$ cat config.mk
export PLATFORM = sky130hd
export DESIGN_NAME = alu_issue_ctrl
export DESIGN_NICKNAME = d
export VERILOG_FILES = /design/src/rtl/alu_issue_ctrl.sv
export SDC_FILE = /design/constraint.sdc
export NUM_CORES = 1
export LEC_CHECK = 0
export CAP_MARGIN = 20
export CORE_MARGIN = 2
export CORE_UTILIZATION = 46
export DETAILED_ROUTE_END_ITERATION = 10
export GPL_TIMING_DRIVEN = 0
export MAX_ROUTING_LAYER = met4
export PLACE_DENSITY = 0.73
export SYNTH_ARGS = -nofsm -noshare
export SYNTH_HDL_FRONTEND = slang
export SYNTH_SLANG_ARGS = --single-unit
$ cat constraint.sdc
create_clock -name clock -period 24.8 [get_ports clock]
set_clock_uncertainty 0.2 [all_clocks]
set_input_delay 3.72 -clock clock [delete_from_list [all_inputs] [get_ports clock]]
set_output_delay 3.72 -clock clock [all_outputs]
set_load 0.02 [all_outputs]
$ cat src/rtl/alu_issue_ctrl.sv
// alu_issue_ctrl: accepts 16-bit instructions, drives the ALU opcode and
// operands from a 16x16 register file, then writes back the registered
// ALU result, latches flags or issues a one-cycle memory store.
// Ports:
//   clock, reset                                     clock / async active-high reset
//   instr_valid, instr, instr_ready                  instruction handshake
//   alu_opcode, alu_rdataA, alu_rdataB               to ALU
//   alu_result, alu_psr                              from ALU (registered in ALU)
//   flags                                            architectural flags
//   mem_we, mem_addr, mem_wdata                      store port
//   illegal, busy                                    status
//   dbg_addr, dbg_data                               register-file debug read
module alu_issue_ctrl #(
    parameter int         NREGS     = 16,
    parameter logic [4:0] FLAG_MASK = 5'b11110
) (
    input  logic        clock,
    input  logic        reset,
    input  logic        instr_valid,
    input  logic [15:0] instr,
    output logic        instr_ready,
    output logic [7:0]  alu_opcode,
    output logic [15:0] alu_rdataA,
    output logic [15:0] alu_rdataB,
    input  logic [15:0] alu_result,
    input  logic [4:0]  alu_psr,
    output logic [4:0]  flags,
    output logic        mem_we,
    output logic [15:0] mem_addr,
    output logic [15:0] mem_wdata,
    output logic        illegal,
    output logic        busy,
    input  logic [3:0]  dbg_addr,
    output logic [15:0] dbg_data
);

    typedef enum logic [1:0] {
        IDLE,
        ISSUE,
        WB
    } state_t;

    state_t      r_state;
    logic [15:0] r_regs [NREGS];
    logic [15:0] r_instr;
    logic [7:0]  r_opcode;
    logic [15:0] r_a;
    logic [15:0] r_b;
    logic [4:0]  r_flags;
    logic        r_mem_we;
    logic [15:0] r_mem_addr;
    logic [15:0] r_mem_wdata;
    logic        r_illegal;

    // Decode of the held instruction; stable through ISSUE and WB.
    logic [3:0] w_cls;
    logic [3:0] w_ext;
    logic [3:0] w_rd;
    logic [3:0] w_rs;
    logic       w_alu0;
    logic       w_cmp;
    logic       w_wr;
    logic       w_flg;
    logic       w_st;
    logic       w_ill;
    logic       w_in_lui;

    assign w_cls  = r_instr[15:12];
    assign w_ext  = r_instr[7:4];
    assign w_rd   = r_instr[11:8];
    assign w_rs   = r_instr[3:0];
    assign w_alu0 = (w_cls == 4'h0) &&
                    (w_ext inside {4'h1, 4'h2, 4'h3, 4'h5,
                                   4'h6, 4'h9, 4'hD});
    assign w_cmp  = (w_cls == 4'h0) && (w_ext == 4'hB);
    assign w_wr   = w_alu0 || (w_cls == 4'h8) || (w_cls == 4'hF);
    assign w_flg  = (w_cls == 4'h0) && ((w_ext == 4'h5) || w_cmp);
    assign w_st   = (w_cls == 4'h4) && (w_ext == 4'h4);
    assign w_ill  = !(w_wr || w_cmp || w_st);

    assign w_in_lui = (instr[15:12] == 4'hF);

    always_ff @(posedge clock or posedge reset) begin
        if (reset) begin
            r_state     <= IDLE;
            for (int i = 0; i < NREGS; i++) begin
                r_regs[i] <= '0;
            end
            r_instr     <= '0;
            r_opcode    <= '0;
            r_a         <= '0;
            r_b         <= '0;
            r_flags     <= '0;
            r_mem_we    <= 1'b0;
            r_mem_addr  <= '0;
            r_mem_wdata <= '0;
            r_illegal   <= 1'b0;
        end else begin
            unique case (r_state)
                IDLE: begin
                    if (instr_valid) begin
                        // Operands are sampled at accept so they are
                        // already on the ALU inputs throughout ISSUE.
                        r_instr <= instr;
                        r_a     <= r_regs[instr[11:8]];
                        if (w_in_lui) begin
                            r_opcode <= 8'hF0;
                            r_b      <= {8'h00, instr[7:0]};
                        end else begin
                            r_opcode <= {instr[15:12], instr[7:4]};
                            r_b      <= r_regs[instr[3:0]];
                        end
                        r_state <= ISSUE;
                    end
                end
                ISSUE: begin
                    // Strobes are registered here so they are high
                    // exactly during WB.
                    r_mem_we  <= w_st;
                    r_illegal <= w_ill;
                    if (w_st) begin
                        r_mem_addr <= r_regs[w_rs];
                    end
                    r_state <= WB;
                end
                WB: begin
                    if (w_wr) begin
                        r_regs[w_rd] <= alu_result;
                    end
                    if (w_flg) begin
                        r_flags <= (r_flags & ~FLAG_MASK) |
                                   (alu_psr & FLAG_MASK);
                    end
                    if (r_mem_we) begin
                        r_mem_wdata <= alu_result;
                    end
                    r_mem_we  <= 1'b0;
                    r_illegal <= 1'b0;
                    r_state   <= IDLE;
                end
                default: begin
                    r_state <= IDLE;
                end
            endcase
        end
    end

    assign instr_ready = (r_state == IDLE);
    assign busy        = (r_state != IDLE);
    assign alu_opcode  = r_opcode;
    assign alu_rdataA  = r_a;
    assign alu_rdataB  = r_b;
    assign flags       = r_flags;
    assign mem_we      = r_mem_we;
    assign mem_addr    = r_mem_addr;
    assign illegal     = r_illegal;
    assign dbg_data    = r_regs[dbg_addr];

    // Store data only exists on alu_result during WB; pass it through
    // then, and hold the captured copy afterwards.
    assign mem_wdata = ((r_state == WB) && r_mem_we) ? alu_result
                                                     : r_mem_wdata;

endmodule
Word level (Yosys, flattened, before mapping):

Cells that the tools add are included.
Widths: inputs -> output; s select.

* reductions and logical operators: 22
* muxes and demuxes: 22
* bitwise gates (word level): 6
* magnitude comparators: 6
* equality and inequality tests: 16

Operator list (count)
* $bmux 16 s4: 4
* $bwmux 256: 1
* $mux 16: 11
* $demux 16 s4: 1
* $ge 5x5->1 const B: 5
* $not 4->5: 5
* $eq 4x4->1 const B: 6
* $eq 4x3->1 const B: 4
* $reduce_and 2->1: 5
* $eq 4x2->1 const B: 2
* $mux 8: 1
* $reduce_bool 7->1: 1
* $logic_and 1x1->1: 6
* $logic_or 1x1->1: 5
* $lt 5x1->1 const B: 1
* $or 1x5->5: 1
* $eq 4x1->1 const B: 1
* $logic_not 4->1: 1
* $pmux 1 s2: 2
* $pmux 2 s2: 1
* $reduce_bool 2->1: 2
* $eq 2x1->1 const B: 1
* $eq 2x2->1 const B: 1
* $logic_not 2->1: 1
* 3 further kinds: 3

* register bits: 353
* word-level logic and storage cells: 98
* bits of input ports: 44
* output and inout port bits: 97

Longest topological paths before layout:

* word-level depth: 9
* mapped depth: 9
* mapped depth without buffers: 6

Worst setup path after synthesis:

No wires, ideal clock.

* path type: input to output
* start: in dbg_addr[0]
* end: out dbg_data[0]
* setup slack: 15405 ps
* cell stages on the path: 4
* data arrival time: 5475 ps
* data required time: 20880 ps
* buffers on the path: 2
* cells stage by stage: clkbuf_1 buf_2 mux4_2 mux4_2

* cells in the longest elaborated chain, start to end: 4

Ends and longest elaborated chain
* start, declared: RTL line 33 `input logic [3:0] dbg_addr,`
* $not 4->5 (implied by the code): RTL line 157 `assign dbg_data = r_regs[dbg_addr];`
* $bmux 16 s4: RTL line 157
* $mux 16 (implied by the code) (2 in series): RTL line 157
* end, declared: RTL line 34 `output logic [15:0] dbg_data`

No other way between the ends. The select of a mux whose other input is x is not followed.

Worst setup path in the final report:

* start: in dbg_addr[1]
* end: out dbg_data[15]

Same word-level chain as after synthesis.

==> out/metrics.yaml <==
clock_network:
  cts_tree: "built"
  cts_inserted_buffers: 40
  clkSinkCount: 352
  ctsHtreeMaxLevel: 2
  clockBufferDepth: 3
  cts-hold-fix-buffers: 0
  post-cts-setup-buffer-count: 0
  cts_root_buf: "clkbuf_16"
  insertion_delay_ps: 600
  cts_resized: 0
  clk_pin_slew_ps: 60
yosys:
  avgSynthCellArea_um2: 14.25
  ys.flop_type: "dfrtp_1"
  synthArstFlopShare_pct: 100.0
  yosys.area.top_type_share_pct: 40.70
  synth.most_common_cell: "dfrtp_1"
  synth_edf_count: 0
  netlist_top_cells_count: "dfrtp_1, mux2_2, mux4_2, nand2_1, mux2i_1"
  yosysTopAreaCell: "dfrtp_1"
  ys_seq_area_share_pct: 40.70
  netlist_area_mm2: 0.02164
  yosys_register_bits: 352
  ys_top_cells_by_area: "dfrtp_1, mux4_2, mux2_2, mux2i_1, nand2_1"
  postSynthCellCount: 1519
  ys_warn_count: 0
  synth.distinct_cells: 56
  syn_nets: 1566
die:
  ios: 141
  dieArea_mm2: 0.04880
  rows: 79
  coreArea_mm2: 0.04646
  dieHeight_um: 220.9
  fp.dieW_um: 220.9
  start_util_pct: 46.59
power_and_ir_drop:
  p_int_uw: 1870
  p_total_uw: 3061
  peakVddDrop_uv: 67.98
  clkPwrFrac_pct: 18.9
  p_seq_share_pct: 36.7
  switching_share_pct: 38.90
  p_leak_uw: 0.01006
  p_comb_share_pct: 44.3
  p_per_area_mw_per_mm2: 121.7
  switching_power_uw: 1191
routing:
  postRouteAntennaNets: 0
  detail_route.wl_per_cell_um: 36.64
  drc: 0
  firstDrtPassIters: 5
  drt_iter0_markers: 2548
  vias: 16900
  routed_wl_um: 85630
  vias_per_cell: 7.230
placement:
  post_dp_cell_area_mm2: 0.02386
  dp_hpwl_um: 56810
  port-buffer-count: 126
  routabilityCongestion: 1.028
  dp.cells: 2263
cells_and_area:
  syn2layout_area_growth_pct: 16.21
  layout.nets: 1750
  final-instance-count-excl-fill: 2337
  fin_area_mm2: 0.02515
  diodes: 0
  drive_gt1_share_pct: 40.29
worst_setup_path:
  critPathRequiredTime_ps: 20880
  worstPathMaxFanout: 10
  crit_chain: "clkbuf_1, clkbuf_1, mux4_2, mux4_2, clkdlybuf4s50_1"
  crit_buf_inv: 3
  crit_type: "input port to output pin"
  cp_data_arrival_time_ps: 6830
  crit_path_end_kind: "output pin"
  slowest_delay_ps: 970
  critPathLaunchType: "input port"
  cp_top_family: "buffers and inverters"
  slowest_stage: "clkbuf_1"
timing:
  fmax_ghz: 0.09301
  drv_slew: 0
  relSlewSlack_pct: 14.77
  fin_setup_tns_ps: 0
  rsz0062_at_grt: "false"
  fin_hold_ws_ps: 280.2
  tightestPinTransition_ps: 1279
  setup_viol: 0
  fin_crit_sh_pct: 43.35
  hold_violations: 0
  period_minus_slack_ps: 10750
grt:
  grt-ovfl-total: 0
  antenna_found_initial: 0
  grt_pass1_wl_um: 122700
  grt_usage_pct: 36.25
  grt_max_degree: 127
  grt_pass1_vias: 16970
job:
  drv_cap: 0
outcome:
  status: "completed"
min_path:
  hold_path.class: "register to register"
## cells in the final DEF, fill, tap and decap left out, types with 3 or more instances in the layout
cell type          n
a2111oi_0          3
a211o_1           12
a211oi_1           4
a21oi_1           16
a221oi_1          18
a22o_1            14
a22oi_1           17
a31oi_1           19
and2_1             5
buf_1             13
buf_2             41
buf_4             10
buf_6             22
buf_8              9
clkbuf_1          79
clkbuf_16         41
clkbuf_8           5
clkdlybuf4s50_1  126
clkinv_2          10
dfrtp_1          352
ha_1               3
inv_1              6
mux2_1             5
mux2_2           296
mux2i_1           91
mux4_2           236
nand2_1          104
nand2b_1           3
nand3_1            7
nand4_1            8
nor2_1            34
nor2b_1           20
nor3_1             9
o211ai_1           8
o211ai_2           3
o211ai_4          10
o21ai_0           25
o22ai_1            5
or3_1              6
## cell families (layout without fill, tap and decap cells)
| logic type | Yosys count | count (layout) | synth area share (%) |
|---|---|---|---|
| AO/OA/AOI/OAI | 168 | 168 | 6.452 |
| other | 1 | 1 | 0.01733 |
| AND/OR/NAND/NOR | 211 | 211 | 4.527 |
| multiplexers | 628 | 628 | 44.43 |
| flip-flops | 352 | 352 | 40.70 |
| adder cells (fa/ha/maj) | 3 | 3 | 0.1734 |
| buffers and inverters | 156 | 367 | 3.706 |
## metrics by stage
stage | worst slack (ps) | utilization (%)
finish | 14050 | 54.14
global route | 14060 | 54.14
CTS | 14050 | 53.99
detailed placement | 14060 | 51.35
global placement | 6909 | 50.94
floorplan | 11120 | -
## cell type report
class | instances | area [µm²]
sequential | 352 | 8808
buffer | 149 | 775.7
multi-input combinational | 1011 | 12040
inverter | 7 | 33.78
tap | 607 | 759.5
fill | 3858 | 21310
timing repair buffer | 142 | 1508
clock inverter | 12 | 87.58
clock buffer | 57 | 1136
## power by group through the flow
stage | Clock, µW | Sequential, µW | Combinational [µW]
after floorplan | 0 | 1040 | 893
after global placement | 0 | 1100 | 1300
after detailed placement | 0 | 1110 | 1330
after CTS | 579 | 1100 | 1330
after global routing | 607 | 1140 | 1420
final | 579 | 1130 | 1360
## worst min-delay path, cell delays in order (launching register included)
cell and delay [ps]:
dfrtp_1 340, nand2_1 50, nand2_1 60
## metal layers
layer | track usage [%] | part of all wire [%] | vias up
met1 | 44.98 | 36 | 8595
met4 | 22.36 | 7.5 | 0
met5 | - | 0 | -
li1 | - | - | 6360
met2 | 49.62 | 43 | 1521
met3 | 14.23 | 14 | 420
## state kept, by name (all words and copies together) (netlist names)
name,count
mem_we,1
r_state,2
mem_addr,16
r_mem_wdata,16
alu_opcode,8
illegal,1
alu_rdataA,16
alu_rdataB,16
flags,4
r_regs,256
r_instr,16
## path summary, 6_finish.rpt
path,from,slack [ps],end,depth (start not counted)
setup / recovery,dbg_addr[1],14050,dbg_data[15],5
setup reg to reg,r_instr[3],21350,mem_addr[6],6
hold / removal,alu_opcode[5],280,alu_opcode[5],2
min in group asynchronous,reset,3480,r_mem_wdata[13],2
hold reg to reg,alu_opcode[5],280,alu_opcode[5],2
max in group asynchronous,reset,19740,r_regs[180],3
No activity file was read; power rests on OpenSTA's default activity.
